`src/rtl/bikelight_multimode.sv`:
```
// rtl/bikelight_multimode.sv - debounced push-button bike light cycling OFF/ON/BLINK/DIM
// Optional feature macro: BIKELIGHT_LONGPRESS_EN (holding the button LONG_CYCLES forces OFF)
// Ports:
//   clk   - system clock, rising edge
//   reset - asynchronous active-high reset, clears all state
//   btn   - raw asynchronous bouncy button, 1 = pressed
//   led   - LED drive, decoded from registered state
//   mode  - current mode: 0 OFF, 1 ON, 2 BLINK, 3 DIM
module bikelight_multimode #(
    parameter int DEBOUNCE    = 4,
    parameter int BLINK_HALF  = 5000,
    parameter int PWM_BITS    = 4,
    parameter int DIM_DUTY    = 4,
    parameter int LONG_CYCLES = 32
) (
    input  logic       clk,
    input  logic       reset,
    input  logic       btn,
    output logic       led,
    output logic [1:0] mode
);

    typedef enum logic [1:0] {
        M_OFF   = 2'd0,
        M_ON    = 2'd1,
        M_BLINK = 2'd2,
        M_DIM   = 2'd3
    } mode_t;

    localparam int DB_W = $clog2(DEBOUNCE + 1);
    localparam int BL_W = $clog2(BLINK_HALF + 1);
    localparam logic [DB_W-1:0]   DB_LAST = DB_W'(DEBOUNCE - 1);
    localparam logic [BL_W-1:0]   BL_LAST = BL_W'(BLINK_HALF - 1);
    localparam logic [PWM_BITS:0] DUTY    = (PWM_BITS + 1)'(DIM_DUTY);

    if (DEBOUNCE < 1 || BLINK_HALF < 1 || PWM_BITS < 1 || DIM_DUTY < 0 ||
        DIM_DUTY > (1 << PWM_BITS) || LONG_CYCLES < 1) begin : g_param_check
        $error("bikelight_multimode: illegal parameter value");
    end

    logic                sync1_q, sync2_q;
    logic                cond_q, cond_d;
    logic                press_q, press_d;
    logic [DB_W-1:0]     db_cnt_q, db_cnt_d;
    mode_t               mode_q, mode_d;
    logic [BL_W-1:0]     blink_cnt_q, blink_cnt_d;
    logic                blink_phase_q, blink_phase_d;
    logic [PWM_BITS-1:0] pwm_cnt_q, pwm_cnt_d;

`ifdef BIKELIGHT_LONGPRESS_EN
    localparam int HD_W = $clog2(LONG_CYCLES + 1);
    localparam logic [HD_W-1:0] HD_MAX  = HD_W'(LONG_CYCLES);
    localparam logic [HD_W-1:0] HD_LAST = HD_W'(LONG_CYCLES - 1);
    logic [HD_W-1:0] hold_cnt_q, hold_cnt_d;
`endif

    always_comb begin
        // Debounce: count consecutive cycles of disagreement; any agreement clears.
        db_cnt_d = '0;
        cond_d   = cond_q;
        if (sync2_q != cond_q) begin
            if (db_cnt_q == DB_LAST) begin
                cond_d = sync2_q;
            end else begin
                db_cnt_d = db_cnt_q + 1'b1;
            end
        end
        press_d = cond_d & ~cond_q;

        mode_d = press_q ? mode_t'(mode_q + 2'd1) : mode_q;

`ifdef BIKELIGHT_LONGPRESS_EN
        // Saturating hold counter; the OFF override fires once, on the edge it reaches the limit.
        hold_cnt_d = '0;
        if (cond_q) begin
            hold_cnt_d = hold_cnt_q;
            if (hold_cnt_q != HD_MAX) begin
                hold_cnt_d = hold_cnt_q + 1'b1;
            end
            if (hold_cnt_q == HD_LAST) begin
                mode_d = M_OFF;
            end
        end
`endif

        // Blink: entry starts a full high half-period; idle at 0 outside BLINK.
        blink_cnt_d   = '0;
        blink_phase_d = 1'b0;
        if (mode_d == M_BLINK) begin
            if (mode_q != M_BLINK) begin
                blink_phase_d = 1'b1;
            end else if (blink_cnt_q == BL_LAST) begin
                blink_phase_d = ~blink_phase_q;
            end else begin
                blink_cnt_d   = blink_cnt_q + 1'b1;
                blink_phase_d = blink_phase_q;
            end
        end

        // PWM counter starts from 0 on DIM entry and wraps naturally.
        pwm_cnt_d = '0;
        if (mode_d == M_DIM && mode_q == M_DIM) begin
            pwm_cnt_d = pwm_cnt_q + 1'b1;
        end
    end

    always_ff @(posedge clk or posedge reset) begin
        if (reset) begin
            sync1_q       <= 1'b0;
            sync2_q       <= 1'b0;
            cond_q        <= 1'b0;
            press_q       <= 1'b0;
            db_cnt_q      <= '0;
            mode_q        <= M_OFF;
            blink_cnt_q   <= '0;
            blink_phase_q <= 1'b0;
            pwm_cnt_q     <= '0;
`ifdef BIKELIGHT_LONGPRESS_EN
            hold_cnt_q    <= '0;
`endif
        end else begin
            sync1_q       <= btn;
            sync2_q       <= sync1_q;
            cond_q        <= cond_d;
            press_q       <= press_d;
            db_cnt_q      <= db_cnt_d;
            mode_q        <= mode_d;
            blink_cnt_q   <= blink_cnt_d;
            blink_phase_q <= blink_phase_d;
            pwm_cnt_q     <= pwm_cnt_d;
`ifdef BIKELIGHT_LONGPRESS_EN
            hold_cnt_q    <= hold_cnt_d;
`endif
        end
    end

    always_comb begin
        led = 1'b0;
        case (mode_q)
            M_OFF:   led = 1'b0;
            M_ON:    led = 1'b1;
            M_BLINK: led = blink_phase_q;
            M_DIM:   led = ({1'b0, pwm_cnt_q} < DUTY);
            default: led = 1'b0;
        endcase
    end

    assign mode = mode_q;

endmodule
```
`config.mk`:
```
export PLATFORM = sky130hd
export DESIGN_NAME = bikelight_multimode
export DESIGN_NICKNAME = d
export VERILOG_FILES = /design/src/rtl/bikelight_multimode.sv
export SDC_FILE = /design/constraint.sdc
export NUM_CORES = 1
export LEC_CHECK = 0
export CORE_ASPECT_RATIO = 0.5
export CORE_UTILIZATION = 35
export CTS_BUF_LIST = sky130_fd_sc_hd__clkbuf_4
export DETAILED_ROUTE_END_ITERATION = 10
export PLACE_DENSITY = 0.51
export REMOVE_ABC_BUFFERS = 1
export SKIP_CTS_REPAIR_TIMING = 1
export SYNTH_ARGS = -nofsm -noshare
export SYNTH_HDL_FRONTEND = slang
export SYNTH_SLANG_ARGS = --single-unit
```
`constraint.sdc`:
```
create_clock -name clk -period 3.98 [get_ports clk]
set_input_delay 0.995 -clock clk [delete_from_list [all_inputs] [get_ports clk]]
set_output_delay 0.995 -clock clk [all_outputs]
set_load 0.01 [all_outputs]
```
; ---- Word-level counts from Yosys, hierarchy flattened
; Cells that the tools add are included.
[word_totals]
regBits = 27
out_inout_bits = 3
wordCells = 42
[classes]
addsub = 4
order_cmp = 1
eq_ne = 10
mux = 13
n_bitwise = 3
n_reduce_logical = 2
[ops]
columns = op, n
row1 = 2-to-1 mux 13 bit, 3
row2 = "adder 13 x 1 -> 13 bit, second input constant", 1
row3 = "== test 13 bit, second input constant", 1
row4 = "== test 2 bit, second input constant", 4
row5 = 2-to-1 mux 3 bit, 2
row6 = 2-to-1 mux 1 bit, 5
row7 = "adder 4 x 1 -> 4 bit, second input constant", 1
row8 = "< comparator 4 x 3 -> 1 bit, second input constant", 1
row9 = 2-to-1 mux 4 bit, 1
row10 = case mux 1 bit (4 select lines), 1
row11 = "adder 3 x 1 -> 3 bit, second input constant", 1
row12 = "== test 3 x 2 -> 1 bit, second input constant", 1
row13 = "!= test 3 x 1 -> 1 bit, second input constant", 1
row14 = "adder 2 x 1 -> 2 bit, second input constant", 1
row15 = "== test 2 x 1 -> 1 bit, second input constant", 1
row16 = logical NOT 2 bit, 1
row17 = 2-to-1 mux 2 bit, 1
row18 = "!= test 2 bit, second input constant", 1
row19 = inverter 1 bit, 2
row20 = bitwise AND 1 bit, 1
row21 = logical AND 1 bit, 1
row22 = != test 1 bit, 1

; ---- Longest topological paths before layout
; Gate-level depths: netlist (run 1).
[logic_depth]
depth_word = 5
depth_mapped = 6

; ---- Worst setup path after synthesis (run 1)
; OpenSTA, ideal clock, no wires.
[synth_timing]
kind = reg2out
startpoint = register mode_q[1] (netlist: mode[1])
endpoint = output led
t_arrival_ps = 1089
required_time_ps = 2985
path_slack_ps = 1896
path_stages_with_launch = 5
cell_sequence = dfrtp_1 -> ha_1 -> nor3b_1 -> a21oi_1 -> a21oi_1
[synth_via]
elab_chain_cells = 2
[synth_lines]
columns = item, line_no
row1 = "start, declared", 45  ; mode_t mode_q, mode_d;
row2 = "start signal, assigned", 127  ; mode_q <= mode_d;
row3 = == test 2 bit (tied with other cells), 139  ; case (mode_q)
row4 = case mux 1 bit (4 select lines) (*), 139
row5 = "end, declared", 19  ; output logic led,
; Every way passes the cells marked *; elsewhere a longest branch is shown, timed or not.

; ---- Final worst setup path (run 1)
; Ends and elaborated chain as after synthesis.

==> results by group, run 1 <==
Drt
  • DRC violations left: 0
  • Vias per std cell: 5.20
  • WL/cell: 13.5 µm
  • Vias post-DR: 884
  • Drt total wl: 2300 µm
  • Antenna Violating Nets Remaining: 0
  • 1st-pass router iterations: 4
  • First DRT Iteration DRCs: 30

Setup path
  • Top delay family on crit path: buffers and inverters
  • Worst Path Class, Setup: reg -> out
  • Critical Path Stages: 5
  • CP required: 2.98 ns
  • WP buf/inv: 1
  • Crit. Startpoint: mode[1]
  • FF-to-FF Start: mode[0]
  • Maximum fanout along the worst path: 7
  • R2R setup slack: 2.01 ns
  • CP arrival: 1.98 ns
  • CP Capture Type: output pin
  • FF-to-FF path depth: 5
  • Slowest-stage cell, CP: clkdlybuf4s50_1
  • Max stage delay on crit path: 0.55 ns
  • Crit path to: led
  • Setup crit start kind: flop
  • Worst path most repeated cell: a21oi_1
  • Reg-to-reg endpoint: blink_cnt_q[11]
  • Cell Chain, Critical Path: ha_1 > nor3b_1 > a21oi_1 > a21oi_1 > clkdlybuf4s50_1

Synthesis
  • Warnings, synthesis: 0
  • Main synth FF type: dfrtp_1
  • Synth area leader: dfrtp_1
  • EDFF count, synth: 0
  • Avg Inst Size Synth: 11.0 µm²
  • Yosys top cell area share: 0.539
  • Async SR Flop Fraction: 1.00
  • Synth Instances: 114
  • Seq cells post-synth: 27
  • Unique masters post-synth: 26
  • Syn Std Cell Area: 0.00125 mm²
  • Main area contributors after synthesis: dfrtp_1, ha_1, a211oi_1
  • Sequential area share after synthesis: 0.539

Cells and area
  • Commonest non-fill, non-tap cell in the layout: dfrtp_1
  • Ant. Diodes: 0
  • Layout overhead on the synthesized area: 11.0%
  • Post-layout net count: 131
  • Final standard cell utilization of the core: 0.434
  • Layout cell share with drive strength beyond 1: 0.0656
  • Most frequent cells in the layout: dfrtp_1, inv_1, a211oi_1, nor2_1
  • Final instance area: 0.00139 mm²
  • Post-route insts no fill: 170

STA
  • Unrepaired setup endpoints after global routing: no
  • Max frequency: 0.336 GHz
  • Clk_skew: 0.00467 ns
  • Slew Limit Headroom: 0.310
  • Slew Viols, Final: 0
  • Post-route setup slack: 1.00 ns
  • Setup TNS: 0 ns
  • Worst slew pin tran: 1.03 ns
  • # setup viols final: 0
  • Final Cycle Share: 0.749
  • Final hold violations: 0
  • Fin crit period: 2.98 ns

Placement
  • Worst slack, placed: 1.41 ns
  • Placer Congestion: 0.733
  • PortBufs: 5
  • Placed Area: 0.00136 mm²
  • Post-DP HPWL: 1540 µm
  • Placed cell count: 166

Status
  • Status: finished, final reports clean

CTS
  • Later-pin clock latency in the skew report: 0.34 ns
  • CTS tree: yes
  • Clock transition at path regs: 0.15 ns
  • TritonCTS Buffers: 3
  • Clock sinks: 27
  • H-tree levels: 1
  • Clock Path Buffers: 2
  • Clock root cell: clkbuf_4

Floorplanning
  • Row Count: 14
  • Die ar.: 0.00384 mm²
  • Die width: 86.6 µm
  • Ports: 6
  • Core area: 0.00321 mm²
  • Die height: 44.3 µm
  • Initial Utilization: 0.391

Power and ir drop
  • Worst vdd ir: 0.118 mV
  • Pwr Density: 451 mW/mm²
  • P_leak: 0.553 nW

Min path
  • Hold crit path type: reg -> reg

Global route
  • First-pass GRT wire length: 3990 µm
  • Number of global-route vias before repair: 826
  • Largest net degree at the start of global routing: 28
  • Initial antenna violation count: 0
  • GRT Total Usage: 0.144
  • Global route total overflow: 0

Job
  • Max_cap viols: 0
-- where the power goes --
part	switching (mW)	total, mW	internal (mW)
Clock	0.0883	0.127	0.0387
Sequential	0.0318	0.339	0.307
Combinational	0.0829	0.161	0.0780
Total	0.203	0.627	0.424
-- cells by family (layout without fill, tap and decap cells) --
family / Yosys count / count (layout) / synth area share
AOI/OAI and AO/OA: 21 / 21 / 0.113
xor gates and xnor gates: 7 / 7 / 0.0489
adders and majority gates: 5 / 5 / 0.0499
buffers and inverters: 10 / 18 / 0.0319
DFF: 27 / 27 / 0.539
muxes: 1 / 1 / 0.00898
and+or+nand+nor: 43 / 43 / 0.209
-- worst min path at each step --
stage               startpoint      end  slack, ns  cells past startpoint
floorplan              sync1_q  sync2_q       0.33                      0
global placement       sync1_q  sync2_q       0.33                      0
detailed placement     sync1_q  sync2_q       0.35                      0
CTS                    sync1_q  sync2_q       0.38                      0
global route           sync1_q  sync2_q       0.39                      0
finish                 sync1_q  sync2_q       0.37                      0
-- metal layers --
metal  routed length [µm]  part of all wire  GRT usage  vias to the layer above
met2                  945              0.41      0.216                        6
met4                   58             0.025     0.0800                        0
met3                   59             0.026     0.0504                        5
li1                     -                 -          -                      442
met5                    0                 0          0                        -
met1                 1240              0.54      0.186                      431
-- area by class of cell --
cell class	count	area, µm²
clock buffers	3	22.5
clock inverters	1	7.51
fillers	312	1810
inverters	8	30.0
multi-input cells	77	538
flip-flops and latches	27	676
well taps	48	60.1
repair buffers	6	57.6
-- synth_stat cells (4+ instances only) --
library cell   n
dfrtp_1       27
a211oi_1       8
inv_1          8
nor2_1         7
ha_1           5
nand3_1        5
nor3_1         5
nor3b_1        5
o21ai_0        5
o31ai_1        5
or4_1          5
nand4_1        4
xnor2_1        4
-- stage by stage --
stage / total power, mW / hold WS [ns]
after floorplan: 0.441 / 0.331
after global placement: 0.507 / 0.332
after detailed placement: 0.508 / 0.346
after CTS: 0.636 / 0.380
after global routing: 0.673 / 0.391
final: 0.627 / 0.373
-- flip-flops by register name, summed over array words and instances, names as in the netlist --
name and count:
blink_cnt_q 13, blink_phase_q 1, cond_q 1, db_cnt_q 3
mode 2, press_q 1, pwm_cnt_q 4, sync1_q 1
sync2_q 1
(Power assumes the default switching activity.)
==> inputs of run 2 (changes only) <==
==> constraint.sdc (replaced) <==
create_clock -name clk -period 2.9 [get_ports clk]
set_input_delay 0.725 -clock clk [delete_from_list [all_inputs] [get_ports clk]]
set_output_delay 0.725 -clock clk [all_outputs]
set_load 0.01 [all_outputs]
==> results by group, run 2 (synthesized netlist as in run 1, its figures left out) <==
Placement
  • PortBufs: 5 (unchanged)
  • Post-DP HPWL: 1500 µm (-2.5%)
  • Placer Congestion: 0.695 (-5.2%)

Drt
  • Drt total wl: 2200 µm (-4.4%)
  • First DRT Iteration DRCs: 25 (-17%)
  • Antenna Violating Nets Remaining: 0 (unchanged)
  • Vias per std cell: 5.15 (-0.92%)
  • 1st-pass router iterations: 4 (unchanged)
  • WL/cell: 12.9 µm (-4.9%)
  • Vias post-DR: 881 (-0.34%)
  • DRC violations left: 0 (unchanged)

Cells and area
  • Layout overhead on the synthesized area: 11.4%
  • Layout cell share with drive strength beyond 1: 0.0732 (+0.00760)
  • Ant. Diodes: 0 (unchanged)
  • Post-layout net count: 132 (+0.76%)
  • Fillers: 307 (-1.6%)
  • Largest Register: blink_cnt_q
  • Max reg flops: 13 (unchanged)
  • Commonest non-fill, non-tap cell in the layout: dfrtp_1
  • Largest registers: blink_cnt_q x13, pwm_cnt_q x4, db_cnt_q x3
  • Most frequent cells in the layout: dfrtp_1, inv_1, a211oi_1, nor2_1

Setup path
  • Setup crit start kind: flop
  • Worst Path Class, Setup: reg -> out
  • CP Capture Type: output pin
  • CP arrival: 1.93 ns (-0.05 ns)
  • CP required: 2.17 ns (-0.81 ns)
  • Maximum fanout along the worst path: 7 (unchanged)
  • FF-to-FF path depth: 5 (unchanged)

CTS
  • Clock sinks: 27 (unchanged)
  • Clock Path Buffers: 2 (unchanged)
  • TritonCTS Buffers: 3 (unchanged)
  • Later-pin clock latency in the skew report: 0.33 ns (about the same)
  • Clock transition at path regs: 0.15 ns (about the same)
  • Clock root cell: clkbuf_4
  • CTS tree: yes
  • H-tree levels: 1 (unchanged)

Floorplanning
  • Initial Utilization: 0.391 (unchanged)
  • Ports: 6 (unchanged)
  • Die ar.: 0.00384 mm² (unchanged)
  • Core area: 0.00321 mm² (unchanged)
  • Row Count: 14 (unchanged)
  • Die width: 86.6 µm (unchanged)
  • Die height: 44.3 µm (unchanged)

STA
  • Worst slew pin tran: 0.478 ns (-0.556 ns)
  • Slew Limit Headroom: 0.679 (+0.369)
  • Unrepaired setup endpoints after global routing: no
  • Slew Viols, Final: 0 (unchanged)
  • Clk_skew: 0.00387 ns (-0.000803 ns)
  • Hold Worst Slack: 0.369 ns (-0.00405 ns)
  • Final hold violations: 0 (unchanged)
  • # setup viols final: 0 (unchanged)
  • Max frequency: 0.376 GHz
  • Setup TNS: 0 ns (unchanged)
  • Fin crit period: 2.66 ns
  • Final Cycle Share: 0.917

Min path
  • Hold crit path type: reg -> reg
  • WHS Path Cells: 0 (unchanged)

Global route
  • Global route total overflow: 0 (unchanged)
  • Largest net degree at the start of global routing: 28 (unchanged)
  • First-pass GRT wire length: 3910 µm (-2.1%)
  • GRT Total Usage: 0.136 (-0.00794)
  • Number of global-route vias before repair: 856 (+3.6%)
  • Initial antenna violation count: 0 (unchanged)

Job
  • Max_cap viols: 0 (unchanged)

Power and ir drop
  • Pwr Density: 610 mW/mm² (+35%)
  • P_leak: 0.562 nW (+1.5%)
  • Worst vdd ir: 0.158 mV (+33%)

Status
  • Status: finished, final reports clean
run 2: cell types whose count changed in the layout (fill, tap and decap cells not counted), sizes merged:
| cell | previous run | this run |
|---|---|---|
| clkinv | 0 | 1 |
| clkinvlp | 1 | 0 |
| buf | 1 | 2 |
run 2: cell type report:
class | instances | area, µm² | share of cell area
repair buffers | 7 | 65.1 | 0.0466
clock inverters | 1 | 5.00 | 0.00358
flip-flops and latches | 27 | 676 | 0.484
well taps | 48 | 60.1 | 0.0430
clock buffers | 3 | 22.5 | 0.0161
inverters | 8 | 30.0 | 0.0215
multi-input cells | 77 | 538 | 0.385
run 2: power by group:
group,internal (mW),switching (mW),total (mW),leakage [nW]
logic,0.107,0.109,0.217,0.180
clock network,0.0518,0.116,0.168,0.0177
registers,0.422,0.0452,0.467,0.364
run 2: per-layer routing:
layer,part of all wire,global-route usage,vias up
li1,-,-,438
met2,0.42,0.210,6
met4,0.0064,0.0300,0
met3,0.026,0.0504,2
met1,0.55,0.186,435
met5,0,0,-
run 2: through the flow:
stage	cell area [µm²]	setup WS (ns)	utilization	instances	total power, mW
6_report	1400	0.242	0.436	171	0.851
5_1_grt	1400	0.0649	0.436	171	0.916
4_1_cts	1400	0.219	0.436	171	0.862
3_5_place_dp	1370	0.626	0.427	167	0.695
3_3_place_gp	1370	0.654	0.427	167	0.695
2_1_floorplan	1240	0.991	-	112	0.605
run 2: worst max-delay path, cell delays in order, from the launching register on:
cell and delay, ns:
dfrtp_1 0.48, ha_1 0.20, nor3b_1 0.18, a21oi_1 0.06, a21oi_1 0.14, clkdlybuf4s50_1 0.54
run 2: final timing paths:
check / from / endpoint / slack, ns
worst min register to register: sync1_q / sync2_q / 0.37
worst min-delay path: sync1_q / sync2_q / 0.37
worst max register to register: mode[0] / blink_cnt_q[8] / 0.95
worst max-delay path: mode[1] / led / 0.24
min in group asynchronous: reset / blink_cnt_q[1] / 0.73
max in group asynchronous: reset / blink_phase_q / 1.92
